[config.mk]
export PLATFORM = sky130hd
export DESIGN_NAME = spi_host_master
export DESIGN_NICKNAME = d
export VERILOG_FILES = /design/src/rtl/spi_host_master.sv
export SDC_FILE = /design/constraint.sdc
export NUM_CORES = 1
export LEC_CHECK = 0
export ABC_AREA = 1
export CAP_MARGIN = 25
export CORE_MARGIN = 2
export CORE_UTILIZATION = 50
export CTS_CLUSTER_SIZE = 20
export DETAILED_ROUTE_END_ITERATION = 16
export DONT_BUFFER_PORTS = 1
export PLACE_DENSITY = 0.74
export SYNTH_ARGS = -nofsm -noshare
export SYNTH_HDL_FRONTEND = slang
export SYNTH_SLANG_ARGS = --single-unit
[constraint.sdc]
create_clock -name clk_i -period 2.5 [get_ports clk_i]
set_input_delay 0.375 -clock clk_i [delete_from_list [all_inputs] [get_ports clk_i]]
set_output_delay 0.375 -clock clk_i [all_outputs]
set_load 0.02 [all_outputs]
[src/rtl/spi_host_master.sv]
// spi_host_master: SPI mode-0 master issuing one 2*DATA_W-bit frame (command byte then data
// byte, MSB first) per accepted start, capturing MISO across the whole frame.
//
// Ports:
//   clk_i        system clock
//   rst_ni       synchronous active-low reset
//   start_i      transaction request, sampled only while idle
//   tx_cmd_i     command byte, latched on an accepted start
//   tx_data_i    data byte, latched on an accepted start
//   miso_i       serial data from the peripheral
//   loopback_i   (SPI_HOST_MASTER_LOOPBACK_EN only) rx samples internal mosi when set
//   sclk_o       SPI clock, idles low
//   mosi_o       serial data to the peripheral
//   cs_o         chip select, active low
//   busy_o       high from start acceptance until done
//   done_o       one-cycle pulse in the first idle cycle after a frame
//   rx_data_o    last DATA_W bits received, held until the next done
//
// Optional feature macro: SPI_HOST_MASTER_LOOPBACK_EN
module spi_host_master #(
   parameter int unsigned CLK_DIV  = 8,
   parameter int unsigned DATA_W   = 8,
   parameter int unsigned CS_SETUP = 4,
   parameter int unsigned CS_HOLD  = 4
) (
   input  logic              clk_i,
   input  logic              rst_ni,
   input  logic              start_i,
   input  logic [DATA_W-1:0] tx_cmd_i,
   input  logic [DATA_W-1:0] tx_data_i,
   input  logic              miso_i,
`ifdef SPI_HOST_MASTER_LOOPBACK_EN
   input  logic              loopback_i,
`endif
   output logic              sclk_o,
   output logic              mosi_o,
   output logic              cs_o,
   output logic              busy_o,
   output logic              done_o,
   output logic [DATA_W-1:0] rx_data_o
);

   localparam int unsigned FrameW = 2 * DATA_W;
   localparam int unsigned CntMax = (CLK_DIV > CS_SETUP) ?
                                    ((CLK_DIV > CS_HOLD) ? CLK_DIV : CS_HOLD) :
                                    ((CS_SETUP > CS_HOLD) ? CS_SETUP : CS_HOLD);
   localparam int unsigned CntW   = $clog2(CntMax);
   localparam int unsigned BitW   = $clog2(FrameW);

   typedef enum logic [1:0] {StIdle, StSetup, StShift, StHold} state_e;

   state_e              state_q, state_d;
   logic [CntW-1:0]     cnt_q, cnt_d;
   logic [BitW-1:0]     bit_q, bit_d;
   logic [FrameW-1:0]   tx_q, tx_d;
   // Only the final DATA_W received bits are ever observable, so rx keeps just those.
   logic [DATA_W-1:0]   rx_q, rx_d;
   logic [DATA_W-1:0]   rx_data_q, rx_data_d;
   logic                sclk_q, sclk_d;
   logic                cs_q, cs_d;
   logic                done_q, done_d;
   logic                rx_bit;

   // mosi is the tx MSB directly; the last fall does not shift, so the final bit is held.
`ifdef SPI_HOST_MASTER_LOOPBACK_EN
   logic                lb_q, lb_d;
   assign rx_bit = lb_q ? tx_q[FrameW-1] : miso_i;
`else
   assign rx_bit = miso_i;
`endif

   always_comb begin
      state_d   = state_q;
      cnt_d     = cnt_q;
      bit_d     = bit_q;
      tx_d      = tx_q;
      rx_d      = rx_q;
      rx_data_d = rx_data_q;
      sclk_d    = sclk_q;
      cs_d      = cs_q;
      done_d    = 1'b0;
`ifdef SPI_HOST_MASTER_LOOPBACK_EN
      lb_d      = lb_q;
`endif
      unique case (state_q)
         StIdle: begin
            if (start_i) begin
               tx_d    = {tx_cmd_i, tx_data_i};
               cs_d    = 1'b0;
               cnt_d   = '0;
               bit_d   = '0;
               state_d = StSetup;
`ifdef SPI_HOST_MASTER_LOOPBACK_EN
               lb_d    = loopback_i;
`endif
            end
         end
         StSetup: begin
            if (cnt_q == CntW'(CS_SETUP - 1)) begin
               cnt_d   = '0;
               state_d = StShift;
            end else begin
               cnt_d = cnt_q + 1'b1;
            end
         end
         StShift: begin
            if (cnt_q == CntW'(CLK_DIV - 1)) begin
               cnt_d  = '0;
               sclk_d = ~sclk_q;
               if (!sclk_q) begin
                  rx_d = {rx_q[DATA_W-2:0], rx_bit};
               end else if (bit_q == BitW'(FrameW - 1)) begin
                  state_d = StHold;
               end else begin
                  tx_d  = {tx_q[FrameW-2:0], 1'b0};
                  bit_d = bit_q + 1'b1;
               end
            end else begin
               cnt_d = cnt_q + 1'b1;
            end
         end
         StHold: begin
            if (cnt_q == CntW'(CS_HOLD - 1)) begin
               cnt_d     = '0;
               cs_d      = 1'b1;
               rx_data_d = rx_q;
               done_d    = 1'b1;
               state_d   = StIdle;
            end else begin
               cnt_d = cnt_q + 1'b1;
            end
         end
         default: state_d = StIdle;
      endcase
   end

   always_ff @(posedge clk_i) begin
      if (!rst_ni) begin
         state_q   <= StIdle;
         cnt_q     <= '0;
         bit_q     <= '0;
         tx_q      <= '0;
         rx_q      <= '0;
         rx_data_q <= '0;
         sclk_q    <= 1'b0;
         cs_q      <= 1'b1;
         done_q    <= 1'b0;
`ifdef SPI_HOST_MASTER_LOOPBACK_EN
         lb_q      <= 1'b0;
`endif
      end else begin
         state_q   <= state_d;
         cnt_q     <= cnt_d;
         bit_q     <= bit_d;
         tx_q      <= tx_d;
         rx_q      <= rx_d;
         rx_data_q <= rx_data_d;
         sclk_q    <= sclk_d;
         cs_q      <= cs_d;
         done_q    <= done_d;
`ifdef SPI_HOST_MASTER_LOOPBACK_EN
         lb_q      <= lb_d;
`endif
      end
   end

   assign sclk_o    = sclk_q;
   assign mosi_o    = tx_q[FrameW-1];
   assign cs_o      = cs_q;
   assign busy_o    = (state_q != StIdle);
   assign done_o    = done_q;
   assign rx_data_o = rx_data_q;

endmodule

After elaboration in Yosys (flattened, before gate mapping)

Cells that the tools add are included.
W data, S select, Z words.

Word-level logic and storage cells: 62
Output and inout bits: 13
Flip-flop bits (word level): 44
Bits of input ports: 20

Muxes and demuxes: 25
$add $sub $neg: 2
Equality and inequality tests: 13
Bitwise gates (word level): 1
Reduce and logical (&&, ||, !) cells: 12

Operator list:

| operator              | number |
|---|---|
| $mux W16              | 4 |
| $pmux W16 S2          | 1 |
| $mux W4               | 4 |
| $ne A2 B2 Y1 const B  | 7 |
| $mux W2               | 6 |
| $mux W3               | 3 |
| $pmux W3 S3           | 1 |
| $pmux W2 S4           | 1 |
| $pmux W4 S2           | 1 |
| $reduce_and A2 Y1     | 3 |
| $reduce_and A3 Y1     | 2 |
| $reduce_and A6 Y1     | 1 |
| $reduce_bool A2 Y1    | 3 |
| $reduce_and A5 Y1     | 1 |
| $add A4 B1 Y4 const B | 1 |
| $eq A2 B2 Y1 const B  | 2 |
| $eq A4 B4 Y1 const B  | 1 |
| $add A3 B1 Y3 const B | 1 |
| $eq A3 B2 Y1 const B  | 1 |
| $eq A3 B3 Y1 const B  | 1 |
| $mux W1               | 3 |
| $eq A2 B1 Y1 const B  | 1 |
| $logic_not A2 Y1      | 1 |
| $pmux W1 S2           | 1 |
| 2 further kinds       | 2 |

Depth between registers and ports, before layout

Gate-level depths: netlist of the first run.

Depth after elaboration: 5
Gate-level depth with buffers: 11
Mapped depth without buffers: 10

Least setup slack after synthesis of the first run

No wires, ideal clock.

Kind: reg-to-reg
From: register state_q[0]
To: register tx_q[15]
Data arrival time: 1.474 ns
Setup slack: 0.914 ns
Clock period less this slack: 1.586 ns
Cell stages (with the launch flop): 11
Path through: dfxtp_1 -> inv_1 -> ha_1 -> inv_2 -> nor2_8 -> nor2_4 -> buf_6 -> buf_6 -> nand3_1 -> nand2_1 -> nor2_1

Cells in the longest elaborated chain, start to end: 3
Elaborated cells on any way between the ends: 9
Classes of those cells: 5 x eq/ne; 1 x mux; 3 x reduce/logical

RTL lines:

| element                                                                    | line | source |
|---|---|---|
| start, declared                                                            | 52   | `state_e state_q, state_d;` |
| start signal, assigned                                                     | 139  | `state_q <= StIdle;` |
| start signal, assigned                                                     | 152  | `state_q <= state_d;` |
| $eq A2 B2 Y1 / $logic_not A2 Y1 (equally long branches)                    | 85   | `unique case (state_q)` |
| $ne A2 B2 Y1 (no source line) / $reduce_bool A2 Y1 (equally long branches) | --   |  |
| $reduce_and A5 Y1 (no source line)                                         | --   |  |
| end signal, assigned                                                       | 155  | `tx_q <= tx_d;` |
| end, declared                                                              | 55   | `logic [FrameW-1:0] tx_q, tx_d;` |

Parallel ways exist; a longest one is shown, timed or not.
A chain may end at the register's enable or synchronous reset.

Final worst setup path of the first run

From: register state_q[0]
To: register tx_q[10]

Same word-level chain as after synthesis.

==> results of run 1 <==
-- power groups by stage --
stage / Sequential, W / Clock, W / Combinational [W]
CTS: 0.000917 / 0.000762 / 0.000933
finish: 0.000916 / 0.000740 / 0.000920
floorplan: 0.000914 / 0 / 0.000854
detailed placement: 0.000932 / 0 / 0.000929
global route: 0.000934 / 0.000787 / 0.00107
global placement: 0.000930 / 0 / 0.000919
-- synth_stat cells (all sizes together) --
cell type / instances / share of area
a21boi: 15 / 0.052
a21oi: 7 / 0.016
buf: 8 / 0.028
clkbuf: 4 / 0.0069
dfxtp: 44 / 0.40
ha: 12 / 0.069
inv: 24 / 0.044
nand2: 58 / 0.11
nand3: 24 / 0.061
nand4: 2 / 0.0057
nor2: 78 / 0.15
nor3: 1 / 0.0023
o211ai: 2 / 0.0069
o21ai: 23 / 0.053
-- worst max path at each step --
stage,depth (start not counted),slack [ns],to,startpoint
3_3_place_gp,9,0.57,tx_q[1]$_SDFFE_PN0P_,state_q[0]$_SDFFE_PN0P_
6_report,9,0.50,tx_q[10]$_SDFFE_PN0P_,state_q[0]$_SDFFE_PN0P_
3_5_place_dp,9,0.50,tx_q[7]$_SDFFE_PN0P_,state_q[0]$_SDFFE_PN0P_
2_1_floorplan,10,0.91,tx_q[15]$_SDFFE_PN0P_,state_q[0]$_SDFFE_PN0P_
4_1_cts,9,0.46,tx_q[10]$_SDFFE_PN0P_,state_q[0]$_SDFFE_PN0P_
5_1_grt,9,0.30,bit_q[1]$_SDFFE_PN0P_,state_q[0]$_SDFFE_PN0P_
-- stage by stage --
stage / cell area [um^2] / hold slack (ns) / setup slack [ns] / instances / util
floorplan: 2178 / 0.4454 / 0.9136 / 302 / -
global placement: 2191 / 0.4606 / 0.5717 / 345 / 0.5138
detailed placement: 2191 / 0.4641 / 0.4973 / 345 / 0.5138
CTS: 2350 / 0.1793 / 0.4619 / 353 / 0.5511
global route: 2350 / 0.1804 / 0.3042 / 353 / 0.5511
finish: 2350 / 0.2065 / 0.4954 / 353 / 0.5511
-- logic make-up after synthesis --
group / synth area share
AOI/OAI and AO/OA: 0.1275
adders and majority gates: 0.06892
buffers and inverters: 0.07811
DFF: 0.4044
and+or+nand+nor: 0.3211
-- registers in the layout, indices dropped and copies added (netlist names), 2 cells and up --
| name | count |
|---|---|
| state_q | 2 |
| bit_q | 4 |
| rx_data_o | 8 |
| cnt_q | 3 |
| rx_q | 8 |
| tx_q | 16 |
-- layout make-up --
type	instances	area, um^2
Multi-Input combinational cell	222	1127
Sequential cell	44	880.8
Clock inverter	3	90.09
Timing Repair Buffer	3	22.52
Inverter	24	95.09
Fill cell	420	1914
Tap cell	52	65.06
Clock buffer	5	68.82
-- metal layers --
metal	wire, um	vias to the layer above	track usage
met5	0	-	0
met4	48	0	0.06410
met3	219	5	0.06494
met2	1770	25	0.2614
met1	1972	767	0.2358
li1	-	958	-
-- critical path, stage by stage (launching register included) --
cell     delay, ns
dfxtp_1       0.34
inv_1         0.13
ha_1          0.51
inv_4         0.17
nand2_2       0.12
nand3_4       0.19
nand2_4       0.18
inv_4         0.10
nor2_1        0.11
nor2_1        0.05
-- placed cells by master, fill, tap and decap left out --
master     Yosys  final
nand2_1       54     54
inv_4          2      2
nand3_4        1      1
clkbuf_8       0      5
inv_1         21     21
o21ai_0       23     23
inv_2          1      1
nor2_1        76     76
nor2_8         1      1
nand3_1       23     23
nand4_1        2      2
bufinv_16      0      3
nor2_4         1      1
nand2_2        3      3
ha_1          12     12
nand2_4        1      1
nor3_1         1      1
buf_4          1      3
dfxtp_1       44     44
a21oi_1        7      7
o211ai_1       2      2
a21boi_0      15     15
==> key figures, run 1 <==
Drt
  • Post-detailed-route count of antenna-violating nets: 0
  • # DRC: 0
  • Pre-Repair DR Iteration Count: 4
  • DR vias: 1755
  • Vias per cell: 4.972
  • Routed length per instance: 11.36 um
  • Aggregate routed wire length: 4010 um
  • DRC violation total after the first TritonRoute iteration: 141

Power
  • Fraction of power consumed by combinational cells: 0.357
  • Power per cell area: 1096 nW/um^2
  • Switching power total: 0.0009282 W
  • Worst-case vdd ir drop: between 600 and 700 uV
  • Cell internal pwr: ~0.0016 W
  • Static leakage power: 1.013 nW
  • Power, Total: about 0.0026 W
  • Fraction of power consumed by the clock network: 0.287
  • Proportion of power drawn by flip-flops and latches: 0.356
  • Switching share of power: 0.3603

Synth
  • Post-synthesis sequential area ratio: 0.4044
  • Average cell area after synthesis: 7.213 um^2
  • Register bit count reported by yosys: 44
  • Number of warning messages in the yosys log: 0
  • Post-synth net total: 334
  • Synthesized instance count: 302
  • Distinct cell type count after synthesis: 24
  • Mapped cell area: ~2200 um^2

GRT
  • Maximum number of pins on one net before global-route repair: 43
  • Global-route wire length before repair: 7017 um
  • Total Routing Usage GR: 0.1765
  • Initial antenna violation count: 0
  • Final global-route overflow total: 0
  • Vias in the first global route: 1560

Finish
  • Ant diodes: 0
  • Fraction of layout instances using a drive strength above 1: 0.06977
  • Area growth from synthesis to layout: 7.869%
  • Final layout net count: 332

Critical path
  • Type of the setup path with the least slack: register to register
  • Startpoint types: register
  • Sort of element at the end of the critical path: register
  • Worst R2R Start: state_q[0]$_SDFFE_PN0P_
  • Depth of the most critical reg-to-reg path: 9
  • Reg-to-reg critical path endpoint: tx_q[10]$_SDFFE_PN0P_
  • Reg2reg setup slack: 0.50 ns
  • Crit path required time: 2.69 ns
  • Crit path DAT: 2.20 ns
  • CP Max Fanout: 18

Timing
  • Minimum clock period after layout: 2.005 ns
  • Setup-violating endpoint count in the final report: 0
  • Transition at the pin with the smallest max-transition slack: 0.5323 ns
  • Fraction of the cycle the final worst path needs: 0.8018
  • Relative slew slack: 0.6452
  • Fin Clk Skew: 0.001894 ns
  • Final setup TNS: 0 ns
  • Setup repair after global routing missed its margin: false
  • Fmax: between 400 and 500 MHz
  • Final Hold Viols: 0
  • Pins over their slew limit: 0

Floorplanning
  • Die W: 70.01 um
  • Starting utilization of the core area: 0.5109
  • Core Footprint: 4264 um^2
  • Cell row count: 24
  • Die height: 70.01 um
  • Number of placed I/O pins: 33
  • Die area: ~4900 um^2

Clock tree
  • CTS clock-pin slew for the worst setup and hold paths: 0.08 ns
  • Post-CTS setup buffer count: 0
  • Number of clock buffers inserted by TritonCTS: 5
  • Number of buffers inserted by hold repair at cts: 0
  • CTS Root Cell: clkbuf_8
  • Htree depth: 2
  • Bufs on Longest Clock Path: 2
  • Quantity of gates resized following cts: 0
  • Sink Count: 44
  • Later-pin clock latency in the skew report: 0.29 ns
  • CTS tree: done

Min path
  • Hold-critical path depth: 2
  • Path category of the worst min-delay check: input pin to register
  • Origin of the worst min-delay path: rst_ni
  • Min-Delay Endpoint: state_q[1]$_SDFFE_PN0P_

Place
  • HPWL after DPL: approximately 2800 um
  • Routability-driven placement congestion ratio: 0.8435
  • Quantity of I/O buffers inserted on ports: 0

Status
  • Outcome: finished clean

Job
  • Total of max-cap violations: 0
Power figures use the tool's default switching activity.
==> inputs of run 2 (changes only) <==
- clock period: 2.5 -> 1.96 ns (I/O delays scaled with it)
==> run 2 against run 1 <==
Against the previous run: design area shrank 0.96%; critical path type unchanged; non-clock buffer count grew 3; sequential share of layout area grew 0.36 points.
==> key figures, run 2 (synthesized netlist as in run 1, its figures left out) <==
Drt
  • Post-detailed-route count of antenna-violating nets: 0 (unchanged)
  • Vias per cell: 5.166 (+3.9%)
  • DRC violation total after the first TritonRoute iteration: 110 (-22%)
  • # DRC: 0 (unchanged)
  • DR vias: 1839 (+4.8%)
  • Pre-Repair DR Iteration Count: 4 (unchanged)
  • Aggregate routed wire length: 4230 um (+5.5%)
  • Routed length per instance: 11.88 um (+4.6%)

GRT
  • Global-route wire length before repair: 7534 um (+7.4%)
  • Vias in the first global route: 1746 (+12%)
  • Maximum number of pins on one net before global-route repair: 43 (unchanged)
  • Initial antenna violation count: 0 (unchanged)
  • Total Routing Usage GR: 0.1891 (+0.01258)
  • Final global-route overflow total: 0 (unchanged)

Power
  • Worst-case vdd ir drop: 758.9 uV (+20%)
  • Power per cell area: 1349 nW/um^2 (+23%)
  • Static leakage power: 1.001 nW (-1.2%)

Critical path
  • First element of the critical path: cnt_q[1]$_SDFFE_PN0P_
  • Crit path DAT: 1.91 ns (-0.29 ns)
  • Critical Path End: tx_q[3]$_SDFFE_PN0P_
  • Worst R2R Start: cnt_q[1]$_SDFFE_PN0P_
  • Type of the setup path with the least slack: register to register
  • Startpoint types: register
  • CP Max Fanout: 15 (-3)
  • Reg2reg setup slack: 0.25 ns (-0.25 ns)
  • Reg-to-reg critical path endpoint: tx_q[3]$_SDFFE_PN0P_
  • Sort of element at the end of the critical path: register
  • Crit path required time: 2.15 ns (-0.54 ns)
  • Depth of the most critical reg-to-reg path: 10 (+1)

Timing
  • Setup repair after global routing missed its margin: false
  • Fmax: 583.6 MHz (+17%)
  • Tightest hold margin: 0.1062 ns (-0.1003 ns)
  • Pins over their slew limit: 0 (unchanged)
  • Fraction of the cycle the final worst path needs: 0.8742 (+0.07243)
  • Transition at the pin with the smallest max-transition slack: 0.3023 ns (-0.2299 ns)
  • Final Hold Viols: 0 (unchanged)
  • Fin Clk Skew: 0.008134 ns (+0.006240 ns)
  • Final setup TNS: 0 ns (unchanged)
  • Minimum clock period after layout: 1.714 ns (-0.2910 ns)
  • Setup-violating endpoint count in the final report: 0 (unchanged)
  • Relative slew slack: 0.7980 (+0.1528)

Floorplanning
  • Cell row count: 24 (unchanged)
  • Core Footprint: 4264 um^2 (unchanged)
  • Number of placed I/O pins: 33 (unchanged)
  • Die area: 4901 um^2 (unchanged)
  • Starting utilization of the core area: 0.5109 (unchanged)
  • Die W: 70.01 um (unchanged)
  • Die height: 70.01 um (unchanged)

Finish
  • Layout fillers: 432 (+2.9%)
  • Most common cell after layout, fill and taps aside: nor2_1
  • Area growth from synthesis to layout: 6.835%
  • Largest Register: tx_q
  • Number of flip-flops in the largest register: 16 (unchanged)
  • Final layout net count: 335 (+0.90%)
  • Ant diodes: 0 (unchanged)
  • Final Non-Filler Cells: 356 (+0.85%)
  • Fraction of layout instances using a drive strength above 1: 0.08224 (+0.01247)
  • Top library cells by usage in the layout, fill and taps aside: 76 x nor2_1, 54 x nand2_1, 44 x dfxtp_1

Job
  • Total of max-cap violations: 0 (unchanged)

Clock tree
  • Post-CTS setup buffer count: 0 (unchanged)
  • Number of clock buffers inserted by TritonCTS: 5 (unchanged)
  • Sink Count: 44 (unchanged)
  • CTS Root Cell: clkbuf_8
  • CTS tree: done
  • Later-pin clock latency in the skew report: 0.30 ns (about the same)
  • Bufs on Longest Clock Path: 2 (unchanged)
  • CTS clock-pin slew for the worst setup and hold paths: 0.09 ns (about the same)
  • Htree depth: 2 (unchanged)

Min path
  • Path category of the worst min-delay check: input pin to register

Place
  • Routability-driven placement congestion ratio: 0.8669 (+2.8%)
  • Number of placed instances with taps included: 348 (+0.87%)
  • HPWL after DPL: 2936 um (+4.2%)
  • Quantity of I/O buffers inserted on ports: 0 (unchanged)

Status
  • Outcome: finished clean
run 2: cell count changes in the layout (fill, tap and decap cells not counted):
cell        before  now
ha_2             0    1
ha_1            12   11
buf_4            3    6
bufinv_16        3    1
clkinv_2         0    1
clkinvlp_4       0    1
run 2: report_power, final:
part	switching, W	internal (W)	total [W]
clock	0.000325	0.000377	0.000703
sequential	0.000111	0.00106	0.00117
combinational	0.000816	0.000453	0.00127
run 2: how the worst min path moves through the flow:
stage	startpoint	end	slack, ns	cells past startpoint
after floorplan	rst_ni	sclk_o$_SDFFE_PN0P_	0.43	2
after global placement	rst_ni	cs_o$_SDFFE_PN1P_	0.40	1
after detailed placement	rst_ni	cs_o$_SDFFE_PN1P_	0.42	1
after CTS	rst_ni	cs_o$_SDFFE_PN1P_	0.10	1
after global routing	rst_ni	cs_o$_SDFFE_PN1P_	0.08	1
final	rst_ni	cs_o$_SDFFE_PN1P_	0.11	1
run 2: layer usage:
layer  track usage  part of all wire
met1        0.2310              0.47
met2        0.3079              0.47
met3       0.06205             0.052
met4       0.07479             0.010
met5             0                 0
run 2: cell type report:
class	instances	area (um^2)	area share
inverter	24	95.09	0.04086
clock buffer	5	68.82	0.02957
sequential	44	880.8	0.3785
clock inverter	3	42.54	0.01828
multi-input combinational	222	1130	0.4855
tap	52	65.06	0.02796
timing repair buffer	6	45.04	0.01935
run 2: through the flow:
stage                     setup slack, ns  total power [W]  instance area, um^2  utilization
after floorplan                    0.3736         0.002255                 2178            -
after global placement             0.2712         0.002423                 2213       0.5191
after detailed placement           0.1847         0.002452                 2213       0.5191
after CTS                          0.1767         0.003155                 2325       0.5452
after global routing              0.07270         0.003417                 2327       0.5458
final                              0.2465         0.003140                 2327       0.5458
run 2: timing repair:
item / CTS / global route
endpoints found under the setup margin: 0 / 2
hold endpoints to repair: 0 / 0
gates resized for setup: 0 / 1
hold buffers: 0 / 0
run 2: critical path, cell delays in order, from the launching register on:
cell and delay, ns:
dfxtp_1 0.35, ha_1 0.22, ha_1 0.23, inv_1 0.07, nand2_2 0.08, nand2_2 0.07, nor2_4 0.16, buf_4 0.24
nand3_1 0.10, nand2_1 0.07, nor2_1 0.04
